$ cat src/rtl/gelato_split_table_rr.sv
// Per-warp divergence table: holds (pc, mask) split entries and issues READY ones round-robin.
// Optional feature: define SPLIT_TABLE_MERGE_EN to OR-merge READY entries that share a pc.
module gelato_split_table_rr #(
   parameter  int unsigned ENTRY_NUM  = 4,
   parameter  int unsigned THREAD_NUM = 32,
   parameter  int unsigned PC_WIDTH   = 32,
   localparam int unsigned IDX_W      = $clog2(ENTRY_NUM)
) (
   input  logic                  clk,
   input  logic                  rst_n,
   input  logic                  rdy,
   input  logic                  init_valid,
   input  logic [PC_WIDTH-1:0]   init_pc,
   output logic                  sel_valid,
   input  logic                  sel_ready,
   output logic [IDX_W-1:0]      sel_idx,
   output logic [PC_WIDTH-1:0]   sel_pc,
   output logic [THREAD_NUM-1:0] sel_mask,
   input  logic                  upd_valid,
   input  logic [IDX_W-1:0]      upd_idx,
   input  logic [PC_WIDTH-1:0]   upd_pc,
   input  logic                  upd_stall,
   input  logic                  upd_exit,
   input  logic                  upd_split,
   input  logic [THREAD_NUM-1:0] upd_taken_mask,
   input  logic [PC_WIDTH-1:0]   upd_taken_pc,
   output logic                  split_ready,
   input  logic                  wake_valid,
   input  logic [IDX_W-1:0]      wake_idx,
   output logic                  empty
);

   typedef enum logic [1:0] {ST_FREE, ST_READY, ST_ISSUED, ST_PARKED} st_e;

   st_e                   r_st   [ENTRY_NUM];
   logic [PC_WIDTH-1:0]   r_pc   [ENTRY_NUM];
   logic [THREAD_NUM-1:0] r_mask [ENTRY_NUM];
   logic [IDX_W-1:0]      r_rr;
   logic                  r_sel_valid;
   logic [IDX_W-1:0]      r_sel_idx;
   logic [PC_WIDTH-1:0]   r_sel_pc;
   logic [THREAD_NUM-1:0] r_sel_mask;
   logic                  r_split_ready;
   logic                  r_empty;

   st_e                   w_st   [ENTRY_NUM];
   logic [PC_WIDTH-1:0]   w_pc   [ENTRY_NUM];
   logic [THREAD_NUM-1:0] w_mask [ENTRY_NUM];
   logic [IDX_W-1:0]      w_rr;
   logic                  w_sel_valid;
   logic [IDX_W-1:0]      w_sel_idx;
   logic [PC_WIDTH-1:0]   w_sel_pc;
   logic [THREAD_NUM-1:0] w_sel_mask;
   logic                  w_split_ready;
   logic                  w_empty;

   logic                  w_all_free;
   logic                  w_free_found;
   logic [IDX_W-1:0]      w_free_idx;
   logic                  w_pick_found;
   logic [IDX_W-1:0]      w_pick_idx;
   logic [IDX_W-1:0]      w_cand;
   logic                  w_sel_fire;
   logic                  w_upd_ok;
   logic [THREAD_NUM-1:0] w_tk;
   logic [THREAD_NUM-1:0] w_rem;
   logic                  w_alloc;
`ifdef SPLIT_TABLE_MERGE_EN
   logic [ENTRY_NUM-1:0]  w_excl;
   logic                  w_merged;
`endif

   assign w_sel_fire = !r_sel_valid || sel_ready;
   assign w_upd_ok   = upd_valid && (r_st[upd_idx] == ST_ISSUED);
   assign w_tk       = r_mask[upd_idx] & upd_taken_mask;
   assign w_rem      = r_mask[upd_idx] & ~upd_taken_mask;
   assign w_alloc    = w_upd_ok && !upd_exit && upd_split && (w_tk != '0) && (w_rem != '0);

   // Next-state: init, wake, update, select (and optional merge), then status flags.
   always_comb begin
      w_st          = r_st;
      w_pc          = r_pc;
      w_mask        = r_mask;
      w_rr          = r_rr;
      w_sel_valid   = r_sel_valid;
      w_sel_idx     = r_sel_idx;
      w_sel_pc      = r_sel_pc;
      w_sel_mask    = r_sel_mask;
      w_all_free    = 1'b1;
      w_free_found  = 1'b0;
      w_free_idx    = '0;
      w_pick_found  = 1'b0;
      w_pick_idx    = '0;
      w_cand        = '0;
      w_split_ready = 1'b0;
      w_empty       = 1'b1;
`ifdef SPLIT_TABLE_MERGE_EN
      w_excl        = '0;
      w_merged      = 1'b0;
`endif

      for (int unsigned i = 0; i < ENTRY_NUM; i++) begin
         if (r_st[i] == ST_FREE) begin
            if (!w_free_found) begin
               w_free_found = 1'b1;
               w_free_idx   = IDX_W'(i);
            end
         end else begin
            w_all_free = 1'b0;
         end
      end

      // Round-robin scan starts one past the last issued entry.
      for (int unsigned k = 1; k <= ENTRY_NUM; k++) begin
         w_cand = r_rr + IDX_W'(k);
         if (!w_pick_found && (r_st[w_cand] == ST_READY)) begin
            w_pick_found = 1'b1;
            w_pick_idx   = w_cand;
         end
      end

      if (rdy) begin
         if (init_valid && w_all_free) begin
            w_st[0]   = ST_READY;
            w_pc[0]   = init_pc;
            w_mask[0] = '1;
         end

         if (wake_valid && (r_st[wake_idx] == ST_PARKED))
            w_st[wake_idx] = ST_READY;

         if (w_upd_ok) begin
            if (upd_exit) begin
               w_st[upd_idx] = ST_FREE;
            end else if (upd_split && (w_tk != '0)) begin
               w_st[upd_idx] = ST_READY;
               if (w_rem == '0) begin
                  w_pc[upd_idx] = upd_taken_pc;
               end else begin
                  w_pc[upd_idx]   = upd_pc;
                  w_mask[upd_idx] = w_rem;
                  if (w_free_found) begin
                     w_st[w_free_idx]   = ST_READY;
                     w_pc[w_free_idx]   = upd_taken_pc;
                     w_mask[w_free_idx] = w_tk;
                  end
               end
            end else begin
               w_pc[upd_idx] = upd_pc;
               w_st[upd_idx] = upd_stall ? ST_PARKED : ST_READY;
            end
         end

         if (w_sel_fire) begin
            w_sel_valid = w_pick_found;
            if (w_pick_found) begin
               w_sel_idx          = w_pick_idx;
               w_sel_pc           = r_pc[w_pick_idx];
               w_sel_mask         = r_mask[w_pick_idx];
               w_st[w_pick_idx]   = ST_ISSUED;
               w_rr               = w_pick_idx;
            end
         end

`ifdef SPLIT_TABLE_MERGE_EN
         if (w_sel_fire && w_pick_found)
            w_excl[w_pick_idx] = 1'b1;
         for (int unsigned i = 0; i < ENTRY_NUM; i++) begin
            for (int unsigned j = i + 1; j < ENTRY_NUM; j++) begin
               if (!w_merged && (r_st[i] == ST_READY) && (r_st[j] == ST_READY) &&
                   (r_pc[i] == r_pc[j]) && !w_excl[i] && !w_excl[j]) begin
                  w_merged  = 1'b1;
                  w_mask[i] = r_mask[i] | r_mask[j];
                  w_st[j]   = ST_FREE;
               end
            end
         end
`endif
      end

      for (int unsigned i = 0; i < ENTRY_NUM; i++) begin
         if (w_st[i] == ST_FREE) w_split_ready = 1'b1;
         else                    w_empty       = 1'b0;
      end
   end

   always_ff @(posedge clk or negedge rst_n) begin
      if (!rst_n) begin
         for (int unsigned i = 0; i < ENTRY_NUM; i++) begin
            r_st[i]   <= ST_FREE;
            r_pc[i]   <= '0;
            r_mask[i] <= '0;
         end
         r_rr          <= '0;
         r_sel_valid   <= 1'b0;
         r_sel_idx     <= '0;
         r_sel_pc      <= '0;
         r_sel_mask    <= '0;
         r_split_ready <= 1'b1;
         r_empty       <= 1'b1;
      end else begin
         r_st          <= w_st;
         r_pc          <= w_pc;
         r_mask        <= w_mask;
         r_rr          <= w_rr;
         r_sel_valid   <= w_sel_valid;
         r_sel_idx     <= w_sel_idx;
         r_sel_pc      <= w_sel_pc;
         r_sel_mask    <= w_sel_mask;
         r_split_ready <= w_split_ready;
         r_empty       <= w_empty;
      end
   end

   // A real split needs a free slot; otherwise the taken threads are lost.
   a_split_overflow: assert property (@(posedge clk) disable iff (!rst_n)
      (rdy && w_alloc) |-> w_free_found);

   assign sel_valid   = r_sel_valid;
   assign sel_idx     = r_sel_idx;
   assign sel_pc      = r_sel_pc;
   assign sel_mask    = r_sel_mask;
   assign split_ready = r_split_ready;
   assign empty       = r_empty;

endmodule
$ cat config.mk
export PLATFORM = sky130hd
export DESIGN_NAME = gelato_split_table_rr
export DESIGN_NICKNAME = d
export VERILOG_FILES = /design/src/rtl/gelato_split_table_rr.sv
export SDC_FILE = /design/constraint.sdc
export NUM_CORES = 1
export LEC_CHECK = 0
export ABC_AREA = 1
export CAP_MARGIN = 40
export CORE_UTILIZATION = 30
export CTS_CLUSTER_SIZE = 14
export DETAILED_ROUTE_END_ITERATION = 16
export SYNTH_ARGS = -nofsm -noshare
export SYNTH_HDL_FRONTEND = slang
export SYNTH_SLANG_ARGS = --single-unit
$ cat constraint.sdc
create_clock -name clk -period 4.3 [get_ports clk]
set_input_delay 0.86 -clock clk [delete_from_list [all_inputs] [get_ports clk]]
set_output_delay 0.86 -clock clk [all_outputs]
set_load 0.1 [all_outputs]
==> results summary <==
The register-to-register path setup slack came out at 820 ps. The clock latency reported for the late side of the worst-skew pair came out at 590 ps. The congestion estimate from routability-driven global placement came to 0.904.

The worst reg2reg path depth came out at 16. The placed standard-cell area came out at 28900 µm². The clock passes through at most 3 buffers. The number of enable flip-flop cells after synthesis is 0.

The worst-case IR drop observed on VDD is 0.655 mV. The gate count after technology mapping came out at 3627. The detailed router placed 27369 vias in this run. The tightest hold margin came out at 297 ps. In the post-synthesis netlist, the cell with the most instances is sky130_fd_sc_hd__nand2_1.

The worst setup path is captured at a flip-flop. Among all flip-flop cells after synthesis, the most frequent one is sky130_fd_sc_hd__dfrtp_1. The average instance area after synthesis is 6.58 µm². The tree is rooted in a sky130_fd_sc_hd__clkbuf_16.

The number of pins exceeding their max-slew limit in the final report came out at 0. The clock net sink count came out at 333. The routed wirelength normalized by instance count is 21.5 µm. The vias per cell came out at 5.63. The register bit total from synthesis is 333. The area added between synthesis and finish came out at 27.1%. The number of max-cap violations came out at 0.

The detailed-route DRC error count came out at 0. The number of setup buffers added after CTS is 0. The number of unique standard cell types used by synthesis came out at 42.

The critical path is of the primary input to flip-flop type. At the worst endpoint, the required time is 4780 ps. The clock-pin slew on the worst setup and hold paths is 60 ps. The pin count of the biggest net entering global routing came out at 85. The final critical-path share of the clock period is 0.847. The final instance area is 30300 µm². The transition time at the pin with the least slew margin came out at 969 ps. The footprint of the flip-flops and latches is 8340 µm².

TritonCTS built the clock tree. The post-route total power is 24.1 mW. The min-delay analysis places its worst path in the category primary input to async pin. The final standard cell utilization of the core came out at 0.385. The number of port buffers came out at 210. The count of TritonRoute iterations in the first routing pass came out at 6. The number of gates given a new drive strength after cts is 0. The worst path needs 3640 ps of the cycle, external delays included. In this run the remaining antenna-violating nets after routing total 0. The core outline area is 78900 µm². The power per standard cell area is 793 nW/µm².

The max-slew headroom at the worst pin is 0.354. The share of the synthesized area in the top cell type is 0.347. The leakage power came out at 13.2 nW.

The initial antenna violation count is 3. The end of the worst register-to-register path is sel_pc[31]. The run finished with clean final reports.

STA classifies the critical path startpoint as a primary input. For the worst setup path, the data arrival time is 4130 ps. The global-route wire length before repair came out at 158000 µm. The total number of placement rows came out at 103. The highest clock rate came out at 275 MHz. The violation count after the first detailed-routing iteration is 3089. The fraction of final layout cells with drive strength greater than 1 is 0.0835.

For this block, the routed nets add up to 105000 µm of wire. The area of the mapped netlist is 23900 µm². The largest driver fanout on the critical path came out at 39. The startpoint identified for the worst register-to-register timing path is sel_idx[0].

The total global-route track usage is 0.252. The total number of H-tree levels is 2. Setup violations remaining at the end of the flow were counted as 0. The count of boundary I/O pins came out at 211. The total global routing overflow came out at 0. The multi-input combinational cells in the finished layout cover a total of 13100 µm². The share of async-settable or async-resettable flops after synthesis is 1.00. The number of endpoints with negative hold slack in the final report came out at 0. The number of CTS-inserted buffers came out at 41.

The initial core utilization is 0.302. The post-layout net count came out at 3918. The die is 284 µm wide. The register area share after synthesis is 0.349.

The floorplan die height is 284 µm. Fill cells in the final layout number 8258. Setup repair after global routing left no endpoint under its margin. The net count after synthesis is 3769. The die covers 80700 µm².

On the final layout, the worst clock skew is 29.9 ps. Once detailed placement completed, the half-perimeter wirelength came to 67500 µm. The via count of the first global-routing pass came out at 24998. The synthesized design spends more area on one cell type than any other, namely sky130_fd_sc_hd__dfrtp_1. Sorting the synthesized cells by area gives the leading types as sky130_fd_sc_hd__dfrtp_1, sky130_fd_sc_hd__nand2_1, sky130_fd_sc_hd__o21ai_0, sky130_fd_sc_hd__inv_1, sky130_fd_sc_hd__nor2_1. During synthesis, Yosys emitted a total of 0 warnings.

Hold repair after CTS inserted 0 buffers. Counting instances in the post-synthesis netlist gives the leading cell types as sky130_fd_sc_hd__nand2_1, sky130_fd_sc_hd__o21ai_0, sky130_fd_sc_hd__dfrtp_1. The final-layout setup total negative slack is 0 ps.
[placed cells by master, fill, tap and decap left out, types with 33 or more instances in the layout]
cell                              instances
sky130_fd_sc_hd__o2111ai_1              113
sky130_fd_sc_hd__clkbuf_16               43
sky130_fd_sc_hd__nor2_1                 284
sky130_fd_sc_hd__a22oi_1                 43
sky130_fd_sc_hd__o211ai_1                52
sky130_fd_sc_hd__o221ai_1                51
sky130_fd_sc_hd__buf_8                   33
sky130_fd_sc_hd__o22ai_1                 59
sky130_fd_sc_hd__nand3_1                120
sky130_fd_sc_hd__o21ai_1                 87
sky130_fd_sc_hd__o21ai_0                480
sky130_fd_sc_hd__clkdlybuf4s50_1        207
sky130_fd_sc_hd__a31oi_1                 95
sky130_fd_sc_hd__inv_1                  306
sky130_fd_sc_hd__buf_16                  40
sky130_fd_sc_hd__a21oi_1                 70
sky130_fd_sc_hd__nand2_1               1097
sky130_fd_sc_hd__dfrtp_1                331
sky130_fd_sc_hd__buf_4                   97
[metrics by stage]
| step | instances | setup slack [ps] |
|---|---|---|
| final | 4863 | 658 |
| after global placement | 4708 | 142 |
| after global routing | 4860 | 408 |
| after detailed placement | 4783 | 182 |
| after CTS | 4859 | 764 |
| after floorplan | 3627 | 1250 |
[layer usage]
| layer | track usage | part of all wire | vias up |
|---|---|---|---|
| li1 | - | - | 12592 |
| met1 | 0.342 | 0.41 | 13024 |
| met2 | 0.401 | 0.46 | 1501 |
| met3 | 0.0380 | 0.096 | 250 |
| met4 | 0.0984 | 0.039 | 2 |
| met5 | 0 | 0.00011 | - |
[worst max-delay path: stages]
cell and delay [ps]:
sky130_fd_sc_hd__clkdlybuf4s50_1 450, sky130_fd_sc_hd__buf_12 170, sky130_fd_sc_hd__nand2_4 210, sky130_fd_sc_hd__nor2_1 70, sky130_fd_sc_hd__nor2_1 110, sky130_fd_sc_hd__nand2_1 90, sky130_fd_sc_hd__nand2_1 190, sky130_fd_sc_hd__nand2_1 70
sky130_fd_sc_hd__nor2_1 300, sky130_fd_sc_hd__nand3_1 120, sky130_fd_sc_hd__nor2_1 150, sky130_fd_sc_hd__nand2_2 180, sky130_fd_sc_hd__nor2_8 370, sky130_fd_sc_hd__buf_12 260, sky130_fd_sc_hd__buf_4 180, sky130_fd_sc_hd__a31oi_1 40
sky130_fd_sc_hd__o21ai_0 90, sky130_fd_sc_hd__nand3_1 80, sky130_fd_sc_hd__o21ai_0 90
[worst max path at each step]
| stage | start | endpoint | slack [ps] | cells past startpoint |
|---|---|---|---|---|
| 5_1_grt | upd_idx[1] | flip-flop | 410 | 19 |
| 3_5_place_dp | upd_idx[1] | r_mask[47] | 180 | 23 |
| 2_1_floorplan | sel_idx[0] | sel_pc[15] | 1250 | 15 |
| 4_1_cts | upd_idx[1] | flip-flop | 760 | 19 |
| 3_3_place_gp | upd_idx[1] | r_mask[124] | 140 | 22 |
| 6_report | upd_idx[1] | flip-flop | 660 | 19 |
[power by group]
part	internal, mW	switching [mW]
sequential	4.65	1.13
clock	2.28	1.54
combinational	4.95	9.53
total	11.9	12.2
[layout make-up]
class	instances	share of cell area
antenna	4	0.000330
clock buffer	63	0.0419
clock inverter	13	0.00557
inverter	319	0.0396
multi-input combinational	2673	0.430
sequential	333	0.275
tap	1050	0.0433
timing repair buffer	408	0.164
[cell families after synthesis]
| logic type | count (synthesis) | share of synthesized area |
|---|---|---|
| AND/OR/NAND/NOR | 1569 | 0.260 |
| AO/OA/AOI/OAI | 1089 | 0.279 |
| buffers and inverters | 621 | 0.106 |
| flip-flops | 333 | 0.349 |
| multiplexers | 15 | 0.00629 |
Note: power is estimated with default switching activity, not from simulation.
